### src/rtl/spi_rx_pkg.sv
`default_nettype none
// =====================================================================
// Package  : spi_rx_pkg
// Brief    : Shared state type and defaults for the SPI word receiver.
// Revision : 1.0 - initial release
// =====================================================================
package spi_rx_pkg;

    typedef enum logic [0:0] {
        RX_IDLE  = 1'b0,
        RX_SHIFT = 1'b1
    } spi_rx_state_t;

    localparam int SPI_RX_DEFAULT_WIDTH = 16;

endpackage
`default_nettype wire

### src/rtl/word_fifo.sv
`default_nettype none
// =====================================================================
// Module   : word_fifo
// Brief    : First-word-fall-through FIFO; a full FIFO accepts a push
//            when a pop happens in the same cycle.
// Revision : 1.0 - initial release
// =====================================================================
module word_fifo #(
    parameter int WIDTH = 16,
    parameter int DEPTH = 4
) (
    input  logic                     clk,
    input  logic                     reset,
    input  logic                     i_push,
    input  logic [WIDTH-1:0]         i_push_data,
    output logic                     o_push_accept,
    input  logic                     i_pop_req,
    output logic [WIDTH-1:0]         o_head,
    output logic                     o_valid,
    output logic [$clog2(DEPTH):0]   o_count
);

    localparam int c_ptr_w = $clog2(DEPTH);
    localparam int c_cnt_w = c_ptr_w + 1;
    localparam logic [c_ptr_w-1:0] c_ptr_one  = c_ptr_w'(1);
    localparam logic [c_cnt_w-1:0] c_cnt_one  = c_cnt_w'(1);
    localparam logic [c_cnt_w-1:0] c_cnt_full = c_cnt_w'(DEPTH);

    logic [WIDTH-1:0]   r_mem [DEPTH];
    logic [c_ptr_w-1:0] r_rd_ptr;
    logic [c_ptr_w-1:0] r_wr_ptr;
    logic [c_cnt_w-1:0] r_count;
    logic               w_empty;
    logic               w_pop;
    logic               w_push;

    assign w_empty = (r_count == '0);
    assign w_pop   = i_pop_req & ~w_empty;
    assign w_push  = i_push & ((r_count < c_cnt_full) | w_pop);

    always_ff @(posedge clk) begin
        if (w_push) begin
            r_mem[r_wr_ptr] <= i_push_data;
        end
    end

    // Pointers wrap naturally because DEPTH is a power of two.
    always_ff @(posedge clk or negedge reset) begin
        if (!reset) begin
            r_rd_ptr <= '0;
            r_wr_ptr <= '0;
            r_count  <= '0;
        end else begin
            if (w_push) begin
                r_wr_ptr <= r_wr_ptr + c_ptr_one;
            end
            if (w_pop) begin
                r_rd_ptr <= r_rd_ptr + c_ptr_one;
            end
            if (w_push && !w_pop) begin
                r_count <= r_count + c_cnt_one;
            end else if (w_pop && !w_push) begin
                r_count <= r_count - c_cnt_one;
            end
        end
    end

    assign o_push_accept = w_push;
    assign o_valid       = ~w_empty;
    assign o_head        = w_empty ? '0 : r_mem[r_rd_ptr];
    assign o_count       = r_count;

endmodule
`default_nettype wire

### src/rtl/spi_word_rx_fifo.sv
`default_nettype none
// =====================================================================
// Module   : spi_word_rx_fifo
// Brief    : Mode-0 SPI slave receiver assembling WIDTH-bit words into
//            a FWFT FIFO, with sticky overflow and truncated-frame flags.
// Revision : 1.0 - initial release
// =====================================================================
module spi_word_rx_fifo
    import spi_rx_pkg::*;
#(
    parameter int WIDTH       = SPI_RX_DEFAULT_WIDTH,
    parameter int DEPTH       = 4,
    parameter int SYNC_STAGES = 2,
    parameter int MSB_FIRST   = 1
) (
    input  logic                     clk,
    input  logic                     reset,
    input  logic                     sclk,
    input  logic                     cs,
    input  logic                     sdi,
    output logic [WIDTH-1:0]         word_o,
    output logic                     valid_o,
    input  logic                     ready_i,
    output logic [$clog2(DEPTH):0]   count_o,
    output logic                     busy_o,
    output logic                     overflow_o,
    output logic                     frame_err_o,
    input  logic                     clear_i
);

    localparam int c_bit_cnt_w = $clog2(WIDTH);
    localparam logic [c_bit_cnt_w-1:0] c_cnt_last = c_bit_cnt_w'(WIDTH - 1);
    localparam logic [c_bit_cnt_w-1:0] c_cnt_one  = c_bit_cnt_w'(1);

    logic [SYNC_STAGES-1:0] r_sclk_sync;
    logic [SYNC_STAGES-1:0] r_cs_sync;
    logic [SYNC_STAGES-1:0] r_sdi_sync;
    logic [SYNC_STAGES-1:0] r_fill;
    logic                   r_sclk_prev;
    logic                   r_cs_prev;
    logic                   r_armed;

    logic w_sclk_s;
    logic w_cs_s;
    logic w_sdi_s;
    logic w_bit_event;
    logic w_cs_fall;
    logic w_cs_rise;

    spi_rx_state_t          r_state;
    spi_rx_state_t          w_state_next;
    logic [c_bit_cnt_w-1:0] r_bit_cnt;
    logic [c_bit_cnt_w-1:0] w_bit_cnt_next;
    logic [WIDTH-1:0]       r_shift;
    logic [WIDTH-1:0]       w_shift_d;
    logic [WIDTH-1:0]       w_shift_next;
    logic                   w_word_done;
    logic                   w_frame_err_set;
    logic                   r_push;
    logic                   w_push_accept;
    logic                   r_overflow;
    logic                   r_frame_err;

    // r_fill tracks when the synchronisers hold real samples, so that a cs
    // already low at reset release is not mistaken for a new frame start.
    always_ff @(posedge clk or negedge reset) begin
        if (!reset) begin
            r_sclk_sync <= '0;
            r_cs_sync   <= '1;
            r_sdi_sync  <= '0;
            r_fill      <= '0;
            r_sclk_prev <= 1'b0;
            r_cs_prev   <= 1'b1;
            r_armed     <= 1'b0;
        end else begin
            r_sclk_sync <= {r_sclk_sync[SYNC_STAGES-2:0], sclk};
            r_cs_sync   <= {r_cs_sync[SYNC_STAGES-2:0], cs};
            r_sdi_sync  <= {r_sdi_sync[SYNC_STAGES-2:0], sdi};
            r_fill      <= {r_fill[SYNC_STAGES-2:0], 1'b1};
            r_sclk_prev <= w_sclk_s;
            r_cs_prev   <= w_cs_s;
            if (r_fill[SYNC_STAGES-1] && w_cs_s) begin
                r_armed <= 1'b1;
            end
        end
    end

    assign w_sclk_s    = r_sclk_sync[SYNC_STAGES-1];
    assign w_cs_s      = r_cs_sync[SYNC_STAGES-1];
    assign w_sdi_s     = r_sdi_sync[SYNC_STAGES-1];
    assign w_bit_event = w_sclk_s & ~r_sclk_prev & ~w_cs_s;
    assign w_cs_fall   = ~w_cs_s & r_cs_prev & r_armed;
    assign w_cs_rise   = w_cs_s & ~r_cs_prev;

    if (MSB_FIRST != 0) begin : g_msb_first
        assign w_shift_next = {r_shift[WIDTH-2:0], w_sdi_s};
    end else begin : g_lsb_first
        assign w_shift_next = {w_sdi_s, r_shift[WIDTH-1:1]};
    end

    // A bit arriving with the cs rise is shifted before the frame end is judged.
    always_comb begin
        w_state_next    = r_state;
        w_bit_cnt_next  = r_bit_cnt;
        w_shift_d       = r_shift;
        w_word_done     = 1'b0;
        w_frame_err_set = 1'b0;
        case (r_state)
            RX_IDLE: begin
                if (w_cs_fall) begin
                    w_state_next   = RX_SHIFT;
                    w_bit_cnt_next = '0;
                end
            end
            RX_SHIFT: begin
                if (w_bit_event) begin
                    w_shift_d = w_shift_next;
                    if (r_bit_cnt == c_cnt_last) begin
                        w_bit_cnt_next = '0;
                        w_word_done    = 1'b1;
                    end else begin
                        w_bit_cnt_next = r_bit_cnt + c_cnt_one;
                    end
                end
                if (w_cs_rise) begin
                    w_state_next = RX_IDLE;
                    if (w_bit_cnt_next != '0) begin
                        w_frame_err_set = 1'b1;
                        w_shift_d       = '0;
                    end
                    w_bit_cnt_next = '0;
                end
            end
            default: begin
                w_state_next = RX_IDLE;
            end
        endcase
    end

    always_ff @(posedge clk or negedge reset) begin
        if (!reset) begin
            r_state     <= RX_IDLE;
            r_bit_cnt   <= '0;
            r_shift     <= '0;
            r_push      <= 1'b0;
            r_overflow  <= 1'b0;
            r_frame_err <= 1'b0;
        end else begin
            r_state     <= w_state_next;
            r_bit_cnt   <= w_bit_cnt_next;
            r_shift     <= w_shift_d;
            r_push      <= w_word_done;
            r_overflow  <= (r_overflow & ~clear_i) | (r_push & ~w_push_accept);
            r_frame_err <= (r_frame_err & ~clear_i) | w_frame_err_set;
        end
    end

    // The completed word stays in r_shift while r_push is high.
    word_fifo #(
        .WIDTH (WIDTH),
        .DEPTH (DEPTH)
    ) u_word_fifo (
        .clk           (clk),
        .reset         (reset),
        .i_push        (r_push),
        .i_push_data   (r_shift),
        .o_push_accept (w_push_accept),
        .i_pop_req     (ready_i),
        .o_head        (word_o),
        .o_valid       (valid_o),
        .o_count       (count_o)
    );

    assign busy_o      = ~w_cs_s;
    assign overflow_o  = r_overflow;
    assign frame_err_o = r_frame_err;

endmodule
`default_nettype wire

### config.mk
export PLATFORM = sky130hd
export DESIGN_NAME = spi_word_rx_fifo
export DESIGN_NICKNAME = d
export VERILOG_FILES = /design/src/rtl/spi_rx_pkg.sv /design/src/rtl/word_fifo.sv /design/src/rtl/spi_word_rx_fifo.sv
export SDC_FILE = /design/constraint.sdc
export NUM_CORES = 1
export LEC_CHECK = 0
export BUFFER_PORTS_ARGS = -buffer_cell sky130_fd_sc_hd__buf_2
export CORE_MARGIN = 8
export CORE_UTILIZATION = 35
export CTS_CLUSTER_DIAMETER = 40
export CTS_CLUSTER_SIZE = 30
export DETAILED_ROUTE_END_ITERATION = 10
export HOLD_SLACK_MARGIN = 0.06
export REMOVE_ABC_BUFFERS = 1
export SLEW_MARGIN = 10
export SYNTH_ARGS = -nofsm -noshare
export SYNTH_HDL_FRONTEND = slang
export SYNTH_HIERARCHICAL = 1
export SYNTH_SLANG_ARGS = --single-unit
export TNS_END_PERCENT = 100
### constraint.sdc
create_clock -name clk -period 1.85 [get_ports clk]
set_input_delay 0.37 -clock clk [delete_from_list [all_inputs] [get_ports clk]]
set_output_delay 0.37 -clock clk [all_outputs]
set_load 0.05 [all_outputs]
==> impl_metrics.py, run 1 <==
metrics = {
    "outcome": {
        "outcome": "finished with violations",
        "violations": "setup timing",
    },
    "drt": {
        "drc": 0,
        "drtAntennaViolNets": 0,
        "wire_per_inst_um": 16.7,
        "first_iter_violations": 137,
        "via_per_inst": 4.83,
        "firstDrtPassIters": 4,
        "wirelength_mm": 8.98,
        "vias": 2596,
    },
    "yosys": {
        "ys_ff_latch": 106,
        "synthTopCellsByArea": "edfxtp_1, dfrtp_1, mux4_1",
        "ys_seq_area_share_pct": 64.6,
        "synthMuxAreaShare_pct": 13.3,
        "synth-xor-area-share_pct": 1.33,
        "synth_edf_count": 64,
        "synthSimpleGateAreaFrac_pct": 8.74,
        "ys_warn_count": 6,
        "synth_area_mm2": 0.00461,
        "syn_area_per_cell_um2": 15.3,
        "synthAdderAreaFrac_pct": 2.06,
        "synth.top_cell.area_share_pct": 41.7,
        "synth_common_cells": "edfxtp_1, dfrtp_1, and2_1, nand2_1, a21oi_1",
        "synth_most_common_cell": "edfxtp_1",
        "synth_compound_area_share_pct": 6.95,
        "synth_top_family_by_area": "multiplexers",
        "synth_cells": 302,
        "synthArstFlopShare_pct": 39.6,
        "synth_cell_type_count": 40,
        "synth_top_cell_by_area": "edfxtp_1",
        "synthFlopType": "edfxtp_1",
    },
    "timing": {
        "setup_violations": 19,
        "worst_clock_skew_ns": 0.00593,
        "slew_violations": 0,
        "fin_ws_ns": -0.284,
        "hold_ws_ns": 0.0988,
        "min_period_ns": 2.13,
        "fin_setup_tns_ns": -4.76,
        "fin_crit_sh_pct": 115,
        "rsz0062_at_grt": "true",
        "fmax_mhz": 469,
        "slew_headroom_pct": 62.7,
        "tightest_slew_ns": 0.560,
        "finalHoldViolCount": 0,
    },
    "layout": {
        "syn_to_final_growth_pct": 24.2,
        "post-route-cell-area_mm2": 0.00572,
        "fillers": 1191,
        "antenna_cells": 0,
        "utilization_pct": 43.9,
        "multi_input_area_mm2": 0.00154,
        "regArea_mm2": 0.00298,
        "layout.nets": 371,
        "drive_above_1_share_pct": 40.6,
    },
    "min_path": {
        "hp-class": "in -> async",
    },
    "place": {
        "placed_area_mm2": 0.00509,
        "hpwl_mm": 5.22,
        "gp_congestion": 0.715,
        "numPortBuffers": 29,
    },
    "pwr": {
        "power_frac_seq_pct": 52.9,
        "p_total_mw": 5.96,
        "comb_power_share_pct": 18.5,
        "pwr-share-clk_pct": 28.6,
        "power.internal_mw": 4.34,
        "peakVddDrop_uv": 459,
        "power_density_mw_per_mm2": 1040,
        "p_sw_share_pct": 27.2,
        "power_leakage_nw": 2.17,
        "power.switching_mw": 1.62,
    },
    "floorplan": {
        "start_util_pct": 35.4,
        "core_area_mm2": 0.0130,
        "die_w_um": 131,
        "io_pins": 30,
        "die_y_um": 131,
        "rows": 42,
        "die-area_mm2": 0.0171,
    },
    "worst_setup_path": {
        "reg2reg_depth": 8,
        "path_class": "reg -> out",
        "worstPathRequired_ns": 1.48,
        "cp.arrival_ns": 1.76,
        "startpoint_type": "flip-flop",
        "crit_fanout": 6,
        "cp-end-kind": "output pin",
    },
    "cts": {
        "htree_levels": 3,
        "cts_tree": "built",
        "cts_hold_buffers": 0,
        "clkTransAtPathRegs_ns": 0.07,
        "clock_sinks": 106,
        "cts_buffer_depth": 2,
        "cts_buffers": 9,
        "clock_latency_ns": 0.34,
        "cts.root.buffer_cell": "clkbuf_16",
    },
    "global_route": {
        "grt_usage_pct": 11.1,
        "grt_pass1_wl_mm": 14.3,
        "overflow": 0,
        "grt_max_degree": 43,
        "grt_pass1_vias": 2759,
        "antenna_found_initial": 0,
    },
    "flow_run": {
        "max-cap-violations": 0,
    },
}
per-stage QoR:
stage,instances,worst slack [ns]
6_report,538,-0.284
5_1_grt,538,-0.354
3_3_place_gp,512,-0.0412
4_1_cts,530,-0.362
3_5_place_dp,512,-0.0683
2_1_floorplan,286,-0.779
power groups by stage:
| stage | combinational [mW] | sequential, mW | clock [mW] |
|---|---|---|---|
| after global routing | 1.20 | 3.21 | 1.85 |
| after detailed placement | 0.914 | 3.21 | 0 |
| after floorplan | 0.685 | 3.13 | 0 |
| final | 1.10 | 3.16 | 1.70 |
| after CTS | 1.02 | 3.16 | 1.76 |
| after global placement | 0.884 | 3.17 | 0 |
cells by family (layout without fill, tap and decap cells):
kind of cell             count (synthesis)  count (layout)
AO/OA/AOI/OAI                           49              49
adder cells (fa/ha/maj)                  7               7
other                                    1               1
flip-flops                             106             106
buffers and inverters                   24              84
multiplexers                            36              36
AND/OR/NAND/NOR                         72              72
XOR/XNOR                                 7               7
sequential cells by signal (all words and copies together) (netlist names), 2 cells and up:
register and cells:
r_sdi_sync 2, u_word_fifo/r_rd_ptr 2, u_word_fifo/r_mem 64, u_word_fifo/r_wr_ptr 2, r_bit_cnt 4, r_fill 2, r_cs_sync 2, r_sclk_sync 2
r_shift 16, u_word_fifo/o_count 3
metal layers:
layer	global-route usage [%]	vias to the layer above	wire length, µm
li1	-	1215	-
met1	12.6	1340	3960
met2	19.6	35	4610
met3	3.37	6	322
met4	3.38	0	84
met5	0	-	0
path summary, 6_finish.rpt:
check                      slack (ns)                 endpoint                     from
setup / recovery                -0.28               word_o[12]  u_word_fifo/r_rd_ptr[0]
setup reg to reg                -0.09   u_word_fifo/o_count[2]   u_word_fifo/o_count[1]
hold reg to reg                  0.35            r_sdi_sync[1]            r_sdi_sync[0]
hold / removal                    0.1  u_word_fifo/r_wr_ptr[0]                    reset
min in group clk                 0.13             r_cs_sync[0]                       cs
max in group asynchronous        1.33  u_word_fifo/r_rd_ptr[0]                    reset
cell type report:
class                           count  share of cell area (%)
Sequential cell                   106                    52.0
Multi-Input combinational cell    172                    26.9
Timing Repair Buffer               60                    12.1
Clock buffer                       11                    4.07
Tap cell                          176                    3.85
Clock inverter                      5                   0.525
Inverter                            8                   0.525
critical path, cell delays in order (launching register included):
cell	delay, ns
dfrtp_2	0.45
clkbuf_16	0.19
mux4_2	0.49
and2_4	0.15
buf_8	0.14
repair_timing:
item	4_1_cts	5_1_grt
resized for setup	73	26
gates cloned	1	1
pin swaps	7	19
buffers inserted	1	7
endpoints found under the setup margin	19	29
cell usage in the layout (no fill, tap or decap), types with 6 or more instances in the layout:
master / instances
buf_4: 16
dfrtp_1: 38
inv_1: 7
nor2b_1: 16
o21ai_0: 6
buf_6: 7
and2_4: 16
mux4_2: 16
nand2_1: 20
buf_2: 12
edfxtp_1: 64
buf_8: 15
a21oi_1: 20
mux2_2: 18
buf_12: 8
o21ai_2: 10
clkbuf_16: 11
Note: power is estimated with default switching activity, not from simulation.
==> run 2: changes to the inputs <==
--- a/config.mk
+++ b/config.mk
@@ -18,4 +18,4 @@
 export SYNTH_HDL_FRONTEND = slang
 export SYNTH_HIERARCHICAL = 1
 export SYNTH_SLANG_ARGS = --single-unit
-export TNS_END_PERCENT = 100
+export TNS_END_PERCENT = 5
==> run 2 against run 1 <==
The flow still finishes with violations (setup timing). Fmax shrank 0.84%. Critical path depth is the same. Clock skew is essentially flat. Combinational power shrank 10%. Critical path type unchanged.
==> impl_metrics.py, run 2 (same netlist as run 1, synthesis figures left out) <==
metrics = {
    "global_route": {
        "antenna_found_initial": 0,
        "overflow": 0,
        "grt_pass1_vias": 2749,
        "grt_max_degree": 43,
        "grt_usage_pct": 11.0,
        "grt_pass1_wl_mm": 14.2,
    },
    "cts": {
        "postCtsSetupRepairBufs": 0,
        "cts_tree": "built",
        "cts_buffers": 9,
        "clkTransAtPathRegs_ns": 0.07,
        "cts.root.buffer_cell": "clkbuf_16",
        "clock_latency_ns": 0.34,
        "cts_buffer_depth": 2,
        "cts_hold_buffers": 0,
        "clock_sinks": 106,
        "htree_levels": 3,
    },
    "place": {
        "hpwl_mm": 5.22,
        "pre_cts_ws_ns": -0.0683,
        "placed_area_mm2": 0.00509,
        "gp_congestion": 0.715,
        "numPortBuffers": 29,
    },
    "flow_run": {
        "max-cap-violations": 0,
    },
    "layout": {
        "drive_above_1_share_pct": 38.0,
        "fillers": 1215,
        "post-route-cell-area_mm2": 0.00553,
        "top_register": "u_word_fifo/r_mem",
        "syn_to_final_growth_pct": 20.0,
        "regArea_mm2": 0.00298,
        "largest_reg_flops": 64,
        "layout.nets": 362,
        "multi_input_area_mm2": 0.00152,
        "layout_common_cells": "edfxtp_1, dfrtp_1, nand2_1",
        "reg_top3": "u_word_fifo/r_mem: 64 flops, r_shift: 16 flops, r_bit_cnt: 4 flops",
        "final_common_cell": "edfxtp_1",
        "antenna_cells": 0,
    },
    "worst_setup_path": {
        "crit_path_max_incr_delay_ns": 0.49,
        "startpoint_type": "flip-flop",
        "crit_path_cell_trace": "clkbuf_16 > mux4_2 > and2_4 > buf_6",
        "crit_fanout": 6,
        "cp.arrival_ns": 1.78,
        "path_class": "reg -> out",
        "critPathBufInv": 2,
        "critical_path.slowest_cell": "mux4_2",
        "cp-end-kind": "output pin",
        "crit_family": "multiplexers",
        "worstPathRequired_ns": 1.48,
    },
    "drt": {
        "drc": 0,
        "wirelength_mm": 8.56,
        "firstDrtPassIters": 4,
        "wire_per_inst_um": 16.2,
        "first_iter_violations": 137,
        "via_per_inst": 4.83,
        "drtAntennaViolNets": 0,
        "vias": 2553,
    },
    "floorplan": {
        "core_area_mm2": 0.0130,
        "start_util_pct": 35.4,
        "die-area_mm2": 0.0171,
        "die_w_um": 131,
        "rows": 42,
        "io_pins": 30,
        "die_y_um": 131,
    },
    "timing": {
        "min_period_ns": 2.15,
        "setup_violations": 19,
        "slew_violations": 0,
        "finalHoldViolCount": 0,
        "fmax_mhz": 465,
        "rsz0062_at_grt": "true",
        "slew_headroom_pct": 62.6,
        "hold_ws_ns": 0.100,
        "fin_crit_sh_pct": 116,
        "tightest_slew_ns": 0.561,
        "worst_clock_skew_ns": 0.00618,
        "fin_ws_ns": -0.302,
    },
    "pwr": {
        "power_leakage_nw": 2.09,
        "peakVddDrop_uv": 455,
        "power_density_mw_per_mm2": 1060,
    },
    "outcome": {
        "outcome": "finished with violations",
        "violations": "setup timing",
    },
    "min_path": {
        "hp-class": "in -> async",
    },
}
run 2: cell types whose count changed in the layout (fill, tap and decap cells not counted), moves of 3 or more:
| cell | change |
|---|---|
| buf_12 | -3 |
| buf_4 | -3 |
| buf_8 | -11 |
| buf_6 | +9 |
run 2: through the flow:
stage | util, % | power (mW) | std cells | setup TNS (ns)
3_3_place_gp | 39.0 | 4.06 | 512 | -0.0412
5_1_grt | 42.4 | 6.14 | 529 | -6.01
3_5_place_dp | 39.0 | 4.12 | 512 | -0.199
2_1_floorplan | - | 3.82 | 286 | -16.58
6_report | 42.4 | 5.86 | 529 | -4.76
4_1_cts | 42.2 | 5.91 | 529 | -5.59
run 2: path summary, 6_finish.rpt:
kind / cells past startpoint / endpoint / from / slack (ns)
setup / recovery: 4 / word_o[12] / u_word_fifo/r_rd_ptr[0] / -0.30
hold / removal: 2 / u_word_fifo/r_wr_ptr[0] / reset / 0.10
setup reg to reg: 8 / u_word_fifo/o_count[2] / u_word_fifo/o_count[1] / -0.11
hold reg to reg: 0 / r_sdi_sync[1] / r_sdi_sync[0] / 0.35
max in group asynchronous: 2 / u_word_fifo/r_rd_ptr[0] / reset / 1.33
min in group clk: 1 / r_cs_sync[0] / cs / 0.13
run 2: metal layers:
layer / vias to the layer above / GRT usage [%] / wire length [µm]
met1: 1316 / 12.5 / 3750
met5: - / 0 / 0
met3: 6 / 3.37 / 327
met2: 35 / 19.3 / 4400
met4: 0 / 3.38 / 84
li1: 1196 / - / -
run 2: where the power goes:
part | switching [mW] | internal [mW] | leakage [nW] | total [mW]
Sequential | 0.281 | 2.87 | 1.10 | 3.16
Clock | 0.804 | 0.909 | 0.127 | 1.71
Combinational | 0.514 | 0.475 | 0.860 | 0.989
Total | 1.60 | 4.26 | 2.09 | 5.86
run 2: timing repair:
item,4_1_cts,5_1_grt
endpoints found under the setup margin,19,29
cloned,1,0
pin swaps,3,1
endpoints found under the hold margin,0,0
resized for setup,58,14
run 2: cell type report:
type                            count  area share [%]
Clock buffer                       11            4.21
Clock inverter                      5           0.543
Inverter                            8           0.543
Multi-Input combinational cell    172            27.4
Sequential cell                   106            53.9
Tap cell                          176            3.98
Timing Repair Buffer               51            9.46
